==> config.mk <==
export PLATFORM = sky130hd
export DESIGN_NAME = led_blink_arbiter
export DESIGN_NICKNAME = d
export VERILOG_FILES = /design/src/rtl/led_blink_arbiter.sv
export SDC_FILE = /design/constraint.sdc
export NUM_CORES = 1
export LEC_CHECK = 0
export ABC_AREA = 1
export CORE_UTILIZATION = 45
export CTS_CLUSTER_SIZE = 14
export DETAILED_ROUTE_END_ITERATION = 10
export GPL_ROUTABILITY_DRIVEN = 0
export HOLD_SLACK_MARGIN = 0.02
export PLACE_DENSITY_LB_ADDON = 0.25
export REMOVE_ABC_BUFFERS = 1
export SYNTH_ARGS = -nofsm -noshare
export SYNTH_HDL_FRONTEND = slang
export SYNTH_SLANG_ARGS = --single-unit
==> constraint.sdc <==
create_clock -name clk -period 2.9 [get_ports clk]
set_input_delay 0.58 -clock clk [delete_from_list [all_inputs] [get_ports clk]]
set_output_delay 0.58 -clock clk [all_outputs]
set_load 0.03 [all_outputs]
==> src/rtl/led_blink_arbiter.sv <==
// Round-robin owner of the single status LED: each granted requester flashes
// its latched blink count (ON/OFF pulses) followed by an enforced dark gap.
module led_blink_arbiter #(
    parameter int NREQ      = 4,
    parameter int CNT_W     = 4,
    parameter int TICK_DIV  = 25000,
    parameter int ON_TICKS  = 200,
    parameter int OFF_TICKS = 200,
    parameter int GAP_TICKS = 1000
) (
    input  logic                      clk,
    input  logic                      rst_n,
    input  logic [NREQ-1:0]           req,
    input  logic [NREQ*CNT_W-1:0]     count,
    output logic [NREQ-1:0]           ack,
    output logic                      done,
    output logic                      busy,
    output logic [$clog2(NREQ)-1:0]   grant_id,
    output logic                      led
);

    localparam int GW   = $clog2(NREQ);
    localparam int PW   = $clog2(TICK_DIV);
    localparam int MAXT = (ON_TICKS > OFF_TICKS)
                        ? ((ON_TICKS > GAP_TICKS) ? ON_TICKS : GAP_TICKS)
                        : ((OFF_TICKS > GAP_TICKS) ? OFF_TICKS : GAP_TICKS);
    localparam int TW   = $clog2(MAXT + 1);

    typedef enum logic [1:0] {
        S_IDLE,
        S_ON,
        S_OFF,
        S_GAP
    } state_e;

    state_e              state_q, state_d;
    logic [PW-1:0]       presc_q, presc_d;
    logic [TW-1:0]       tick_q, tick_d;
    logic [CNT_W-1:0]    rem_q, rem_d;
    logic [GW-1:0]       last_q, last_d;
    logic [GW-1:0]       gid_q, gid_d;
    logic [NREQ-1:0]     ack_q, ack_d;
    logic                done_q, done_d;

    logic [CNT_W-1:0]    cnt_arr [NREQ];
    logic                win_vld;
    logic [GW-1:0]       win_idx;
    logic [CNT_W-1:0]    win_cnt;
    logic [TW-1:0]       phase_last;
    logic                phase_end;
    int                  cand;
    logic [GW-1:0]       cand_idx;

    for (genvar g = 0; g < NREQ; g++) begin : g_unpack
        assign cnt_arr[g] = count[g*CNT_W +: CNT_W];
    end

    // Search starts one past the last requester served and wraps around.
    always_comb begin
        win_vld  = 1'b0;
        win_idx  = '0;
        cand     = 0;
        cand_idx = '0;
        for (int k = 1; k <= NREQ; k++) begin
            cand = int'(last_q) + k;
            if (cand >= NREQ) cand = cand - NREQ;
            cand_idx = GW'(cand);
            if (!win_vld && req[cand_idx]) begin
                win_vld = 1'b1;
                win_idx = cand_idx;
            end
        end
    end

    assign win_cnt = cnt_arr[win_idx];

    always_comb begin
        phase_last = '0;
        case (state_q)
            S_ON:    phase_last = TW'(ON_TICKS - 1);
            S_OFF:   phase_last = TW'(OFF_TICKS - 1);
            S_GAP:   phase_last = TW'(GAP_TICKS - 1);
            default: phase_last = '0;
        endcase
    end

    assign phase_end = (presc_q == PW'(TICK_DIV - 1)) && (tick_q == phase_last);

    always_comb begin
        state_d = state_q;
        rem_d   = rem_q;
        last_d  = last_q;
        gid_d   = gid_q;
        ack_d   = '0;
        done_d  = 1'b0;
        if (presc_q == PW'(TICK_DIV - 1)) begin
            presc_d = '0;
            tick_d  = tick_q + TW'(1);
        end else begin
            presc_d = presc_q + PW'(1);
            tick_d  = tick_q;
        end

        case (state_q)
            S_IDLE: begin
                // A zero-count request is acknowledged but never leaves IDLE.
                if (win_vld) begin
                    ack_d[win_idx] = 1'b1;
                    last_d         = win_idx;
                    if (win_cnt != '0) begin
                        rem_d   = win_cnt;
                        gid_d   = win_idx;
                        state_d = S_ON;
                    end
                end
            end
            S_ON: begin
                if (phase_end) begin
                    rem_d   = rem_q - CNT_W'(1);
                    state_d = S_OFF;
                end
            end
            S_OFF: begin
                if (phase_end) state_d = (rem_q != '0) ? S_ON : S_GAP;
            end
            S_GAP: begin
                if (phase_end) begin
                    done_d  = 1'b1;
                    state_d = S_IDLE;
                end
            end
            default: state_d = S_IDLE;
        endcase

        // Every phase starts from a clean prescaler so its length is exact.
        if (state_d != state_q || state_q == S_IDLE) begin
            presc_d = '0;
            tick_d  = '0;
        end
    end

    always_ff @(posedge clk or negedge rst_n) begin
        if (!rst_n) begin
            state_q <= S_IDLE;
            presc_q <= '0;
            tick_q  <= '0;
            rem_q   <= '0;
            last_q  <= GW'(NREQ - 1);
            gid_q   <= '0;
            ack_q   <= '0;
            done_q  <= 1'b0;
        end else begin
            state_q <= state_d;
            presc_q <= presc_d;
            tick_q  <= tick_d;
            rem_q   <= rem_d;
            last_q  <= last_d;
            gid_q   <= gid_d;
            ack_q   <= ack_d;
            done_q  <= done_d;
        end
    end

    assign led      = (state_q == S_ON);
    assign busy     = (state_q != S_IDLE);
    assign ack      = ack_q;
    assign done     = done_q;
    assign grant_id = gid_q;

    ack_onehot: assert property (@(posedge clk) disable iff (!rst_n) $onehot0(ack));

endmodule

==> metrics.yaml, run 1 <==
die:
  core_region_area_um2: 5473
  dieArea_um2: 5966
  die_y_um: 77.24
  num_rows: 27
  initial_core_util_pct: 46.55
  die_w_um: 77.24
  pin_count: 31
synth:
  yosysMostFrequentCell: "nand2_1"
  ys_types: 35
  yosysTopAreaCellShare_pct: 37.33
  synth_top_area_cell: "dfrtp_1"
  async_flop_share_pct: 100.0
  yosys_warnings: 0
  synth_edf_count: 0
  synth_cells: 341
  netlist_area_um2: 2547
  synth_common_cells: "nand2_1, inv_1, dfrtp_1"
  ys_seq_elements: 40
  synth_top_flop_cell: "dfrtp_1"
  ys_seq_area_share_pct: 39.39
  synthTopCellsByArea: "dfrtp_1, nand2_1, inv_1"
  syn_avg_cell_area_um2: 7.471
setup_path:
  cp_max_fo: 10
  critical_path_class: "input port to flip-flop"
  arrival_ns: 2.55
  required_ns: 3.09
  critPathLaunchType: "input port"
  end_kind: "flip-flop"
layout:
  fill_cells: 540
  area_delta_synth_final_pct: 17.04
  final_cells: 446
  diodes: 0
  stdcell_area_um2: 2982
  multi_input_area_um2: 1301
  drive_above_1_share_pct: 11.76
  final_net_count: 399
  seqCellArea_um2: 1003
clock_tree:
  clock-sinks: 40
  cts_tree: "built"
  post_cts_buffers: 0
  root_buffer: "clkbuf_8"
  ctsHoldBuffers: 0
  cts_buffer_depth: 2
  cts_resized: 0
  insertion_delay_ns: 0.29
  clk_pin_slew_ns: 0.08
  cts-buffers-inserted: 5
  htree_num_levels: 2
timing:
  rsz0062_at_grt: "no"
  relSlewSlack_pct: 42.55
  fmax_mhz: 423.5
  finalSetupViolCount: 0
  finalSetupTns_ns: 0
  worst_pin_slew_ns: 0.8618
  maxSlewViolCount: 0
  fin_crit_ns: 2.361
  hold_viol_final: 0
  fin_crit_sh_pct: 81.43
  fin_hold_ws_ns: 0.3942
  fin_ws_ns: 0.5386
  fin_worst_skew_ns: 0.009562
drt:
  via_per_inst: 4.877
  drc: 0
  via_count: 2175
  antenna_left: 0
  drt_iter0_drc: 96
  wl_per_cell_um: 10.72
  drtPass1Iterations: 4
  drt-total-wl_um: 4780
global_routing:
  grt_pass1_vias: 2096
  grtUsageTotal_pct: 18.88
  grt_pass1_wl_um: 8970
  antenna_found_initial: 0
  grt_overflow: 0
  grt_max_degree: 41
placement:
  dp_slack_ns: 0.2401
  place_inst: 438
  place_area_um2: 2900
  place_hpwl_um: 3680
  io_buffer_count: 30
outcome:
  outcome: "finished, final reports clean"
pwr:
  vdd_drop_max_mv: 0.1478
  p_per_area_nw_per_um2: 339.9
  p_leak_nw: 1.464
worst_hold_path:
  hold_path.class: "input port to asynchronous set/reset pin"
flow_run:
  maxCapViolCount: 0
## registers in the layout (all words and copies together), names as in the netlist
register and flops:
presc_q 15, tick_q 10, ack 4, rem_q 4, grant_id 2, last_q 2, state_q 2, done 1
## cell type report
cell class / instances / share of cell area [%]
tap: 72 / 3.021
timing repair buffer: 30 / 9.903
sequential: 40 / 33.65
clock inverter: 1 / 0.1679
inverter: 52 / 7.050
clock buffer: 7 / 2.560
multi-input combinational: 244 / 43.64
## critical path: stages
cell and delay, ns:
clkdlybuf4s50_1 0.54, nand2_1 0.09, nand3_1 0.09, nand2_1 0.08, nand2_2 0.07, nand2_2 0.07
nor2_4 0.10, nand2_4 0.09, nand2_4 0.12, nand2_1 0.06, nand3_1 0.06, nand2_1 0.08
nor2_2 0.11, nand2_2 0.08, nand2_4 0.12, nand2_4 0.07, nand2_1 0.07, nand2_1 0.05
## metal layers
metal | vias to the layer above | share of wire, % | GRT usage (%)
li1 | 1151 | - | -
met1 | 979 | 48 | 23.75
met2 | 39 | 46 | 30.80
met3 | 6 | 3.4 | 4.405
met4 | 0 | 1.8 | 8.113
met5 | - | 0 | 0
## cells by family after synthesis
family / Yosys count / share of synthesized area (%)
flip-flops: 40 / 39.39
buffers and inverters: 57 / 9.529
AND/OR/NAND/NOR: 206 / 40.67
adder cells (fa/ha/maj): 4 / 1.965
XOR/XNOR: 9 / 3.094
AO/OA/AOI/OAI: 25 / 5.354
## layout by cell type (no fill, tap or decap), types with 2 or more instances in the layout
cell             netlist  final
a21oi_1                8      8
clkbuf_1               1      2
clkbuf_8               0      5
clkdlybuf4s50_1        0     29
dfrtp_1               38     38
dfstp_2                2      2
ha_1                   4      4
inv_1                 48     48
inv_2                  2      2
nand2_1               72     72
nand2_2               13     13
nand2_4               10     10
nand3_1               31     31
nand3b_1               3      3
nand4_1               11     11
nor2_1                37     37
nor2_2                 4      4
nor3_1                10     10
nor3b_1                7      7
nor4_1                 4      4
o21ai_0               10     10
o21ai_1                3      3
xnor2_1                2      2
xor2_1                 7      7
## metrics by stage
step | util [%] | power, mW
after floorplan | - | 0.6223
after global placement | 53.00 | 0.6691
after detailed placement | 53.00 | 0.6698
after CTS | 54.48 | 1.025
after global routing | 54.48 | 1.069
final | 54.48 | 1.013
## final timing paths
path	start	endpoint	slack, ns	cells past startpoint
max	req[1]	rem_q[2]	0.54	18
min	rst_n	presc_q[7]	0.39	1
max reg2reg	last_q[0]	rem_q[2]	0.59	17
min reg2reg	presc_q[0]	presc_q[0]	0.46	1
max in group asynchronous	rst_n	presc_q[1]	1.96	1
min in group clk	presc_q[0]	presc_q[0]	0.46	1
## where the power goes
| part | switching (mW) | internal (mW) |
|---|---|---|
| combinational | 0.0531 | 0.0454 |
| sequential | 0.000672 | 0.558 |
| clock | 0.187 | 0.169 |
| total | 0.241 | 0.773 |
No activity file was read; power rests on OpenSTA's default activity.
==> inputs of run 2 (changes only) <==
- clock period: 2.9 -> 2.2 ns (I/O delays scaled with it)
==> run 2 against run 1 <==
The run now ends with setup timing left. Largest cell class unchanged. Critical path depth is 2 higher. Sequential share of layout area fell by 4.2 points. Clock skew about the same. Register-to-register slack got worse by 0.74 ns. Sequential power increased by 32%. Highest routed layer unchanged. Design area grew 14%. Clock-buffer cell count stayed put. Combinational power grew 110%.
==> metrics.yaml, run 2 (same netlist as run 1, synthesis figures left out) <==
flow_run:
  maxCapViolCount: 0  # unchanged
die:
  num_rows: 27  # unchanged
  initial_core_util_pct: 46.55  # unchanged
  pin_count: 31  # unchanged
  die_y_um: 77.24  # unchanged
  core_region_area_um2: 5473  # unchanged
  dieArea_um2: 5966  # unchanged
  die_w_um: 77.24  # unchanged
timing:
  rsz0062_at_grt: "yes"  # was no
  fin_crit_sh_pct: 106.8
  hold_viol_final: 0  # unchanged
  fin_hold_ws_ns: 0.1825  # was 0.3942 ns
  finalSetupTns_ns: -0.5693  # was 0 ns
  finalSetupViolCount: 7  # was 0
  maxSlewViolCount: 0  # unchanged
  relSlewSlack_pct: 57.01  # was 42.55%
  worst_pin_slew_ns: 0.6405  # was 0.8618 ns
  fin_ws_ns: -0.1490  # was 0.5386 ns
  fin_crit_ns: 2.349
  fin_worst_skew_ns: 0.009311  # was 0.009562 ns
  fmax_mhz: 425.7
clock_tree:
  ctsHoldBuffers: 0  # unchanged
  root_buffer: "clkbuf_8"  # unchanged
  clk_pin_slew_ns: 0.08  # about the same
  htree_num_levels: 2  # unchanged
  cts_buffer_depth: 2  # unchanged
  cts-buffers-inserted: 5  # unchanged
  insertion_delay_ns: 0.30  # was 0.29 ns
  clock-sinks: 40  # unchanged
  cts_tree: "built"  # unchanged
drt:
  via_per_inst: 4.951  # was 4.877
  wl_met1_um: 2483  # was 2317 µm
  drtPass1Iterations: 4  # unchanged
  drt-total-wl_um: 5599  # was 4780 µm
  via_count: 2347  # was 2175
  drt_iter0_drc: 119  # was 96
  wl_per_cell_um: 11.81  # was 10.72 µm
  drc: 0  # unchanged
  routed.top_layer: "met4"  # unchanged
  dr_wl_met2_um: 2824  # was 2212 µm
  antenna_left: 0  # unchanged
  dr_wl_met3_um: 185  # was 164 µm
layout:
  seqCellArea_um2: 1003  # unchanged
  final_net_count: 427  # was 399
  area_delta_synth_final_pct: 33.94  # was 17.04%
  reg_top3: "presc_q (15), tick_q (10)"  # unchanged
  diodes: 0  # unchanged
  multi_input_area_um2: 1484  # was 1301 µm²
  layout_common_cells: "nand2_1, inv_1, dfrtp_1, nor2_1, clkdlybuf4s50_1"  # was nand2_1, inv_1, dfrtp_1, nor2_1, nand3_1
  fill_cells: 474  # was 540
  largest_reg_flops: 15  # unchanged
  layout_commonest_cell: "nand2_1"  # unchanged
  drive_above_1_share_pct: 25.87  # was 11.76%
  top_register: "presc_q"  # unchanged
global_routing:
  grt_max_degree: 41  # unchanged
  grt_pass1_wl_um: 9528  # was 8970 µm
  grt_overflow: 0  # unchanged
  grt_pass1_vias: 2256  # was 2096
  grtUsageTotal_pct: 19.87  # was 18.88%
  antenna_found_initial: 0  # unchanged
pwr:
  intPower_mw: 1.236  # was 0.7726 mW
  p_per_area_nw_per_um2: 468.3  # was 339.9 nW/µm²
  p_seq_share_pct: 46.1  # was 55.1%
  vdd_drop_max_mv: 0.2599  # was 0.1478 mV
  comb_power_share_pct: 12.7  # was 9.7%
  p_leak_nw: 1.674  # was 1.464 nW
  p_sw_share_pct: 22.65  # was 23.77%
  power_mw: 1.598  # was 1.013 mW
  power.share.clock_pct: 41.2  # was 35.1%
  p_sw_mw: 0.3619  # was 0.2409 mW
outcome:
  violations: "setup timing"
  outcome: "finished with violations"  # was finished, final reports clean
setup_path:
  required_ns: 2.39  # was 3.09 ns
  critPathLaunchType: "flip-flop"  # was input port
  arrival_ns: 2.54  # was 2.55 ns
  end_kind: "flip-flop"  # unchanged
  critical_path_class: "flip-flop to flip-flop"  # was input port to flip-flop
  cp_max_fo: 8  # was 10
placement:
  place_hpwl_um: 3829  # was 3680 µm
  dp_slack_ns: -0.3491  # was 0.2401 ns
  io_buffer_count: 30  # unchanged
worst_hold_path:
  hold_path.class: "input port to asynchronous set/reset pin"  # unchanged
==> run 2: cell types whose count changed in the layout (fill, tap and decap cells not counted), moves of 2 or more <==
cell / previous run / this run
nand2_1: 72 / 54
nor2_4: 1 / 3
nand2_2: 13 / 27
clkbuf_1: 2 / 0
buf_4: 0 / 24
clkbuf_8: 5 / 7
nand3_1: 31 / 21
nand2_4: 10 / 17
nand3_2: 1 / 10
==> run 2: through the flow <==
step	area (µm²)	util, %	instances
2_1_floorplan	2515	-	336
3_3_place_gp	3035	55.46	456
3_5_place_dp	3035	55.46	456
4_1_cts	3214	58.73	469
5_1_grt	3412	62.35	474
6_report	3412	62.35	474
==> run 2: metal layers <==
| metal | up-vias | GRT usage (%) |
|---|---|---|
| li1 | 1213 | - |
| met1 | 1074 | 24.04 |
| met2 | 49 | 34.34 |
| met3 | 11 | 4.286 |
| met4 | 0 | 7.358 |
| met5 | - | 0 |
==> run 2: timing repair <==
| action | CTS | global route |
|---|---|---|
| cloned | 2 | 1 |
| endpoints found under the setup margin | 7 | 11 |
| setup buffers | 3 | 4 |
| pin swaps | 2 | 13 |
| resized for setup | 2 | 40 |
==> run 2: worst paths after layout <==
kind / from / end / slack (ns) / cells after the start
worst max-delay path: last_q[0] / rem_q[1] / -0.15 / 20
worst min-delay path: rst_n / presc_q[4] / 0.18 / 2
worst max register to register: last_q[0] / rem_q[1] / -0.15 / 20
worst min register to register: presc_q[0] / presc_q[0] / 0.46 / 1
max in group asynchronous: rst_n / last_q[0] / 1.64 / 2
min in group clk: presc_q[0] / presc_q[0] / 0.46 / 1
==> run 2: cell type report <==
cell class,instances,share of cell area [%]
clock buffer,7,2.824
clock inverter,1,0.8801
inverter,52,6.161
multi-input combinational,247,43.49
sequential,40,29.41
tap,72,2.640
timing repair buffer,55,14.59
==> run 2: power by group through the flow <==
stage	clock network (mW)	logic [mW]	registers, mW
4_1_cts	0.670	0.161	0.737
3_5_place_dp	0	0.156	0.751
6_report	0.658	0.203	0.737
3_3_place_gp	0	0.154	0.751
2_1_floorplan	0	0.0693	0.751
5_1_grt	0.697	0.223	0.737
==> run 2: worst max-delay path, stage by stage, from the launching register on <==
cell,delay [ns]
dfstp_2,0.57
buf_12,0.14
inv_12,0.05
nand2_2,0.05
nand2_2,0.07
nand2_2,0.09
nand2_4,0.07
inv_2,0.07
nand2_4,0.07
nor2_4,0.13
nand2_4,0.10
nand2_4,0.11
nand2_2,0.07
nand3_2,0.07
nand2_2,0.06
buf_4,0.14
buf_4,0.12
nand2_1,0.04
o21ai_0,0.09
nand2_1,0.08
nand2_1,0.05
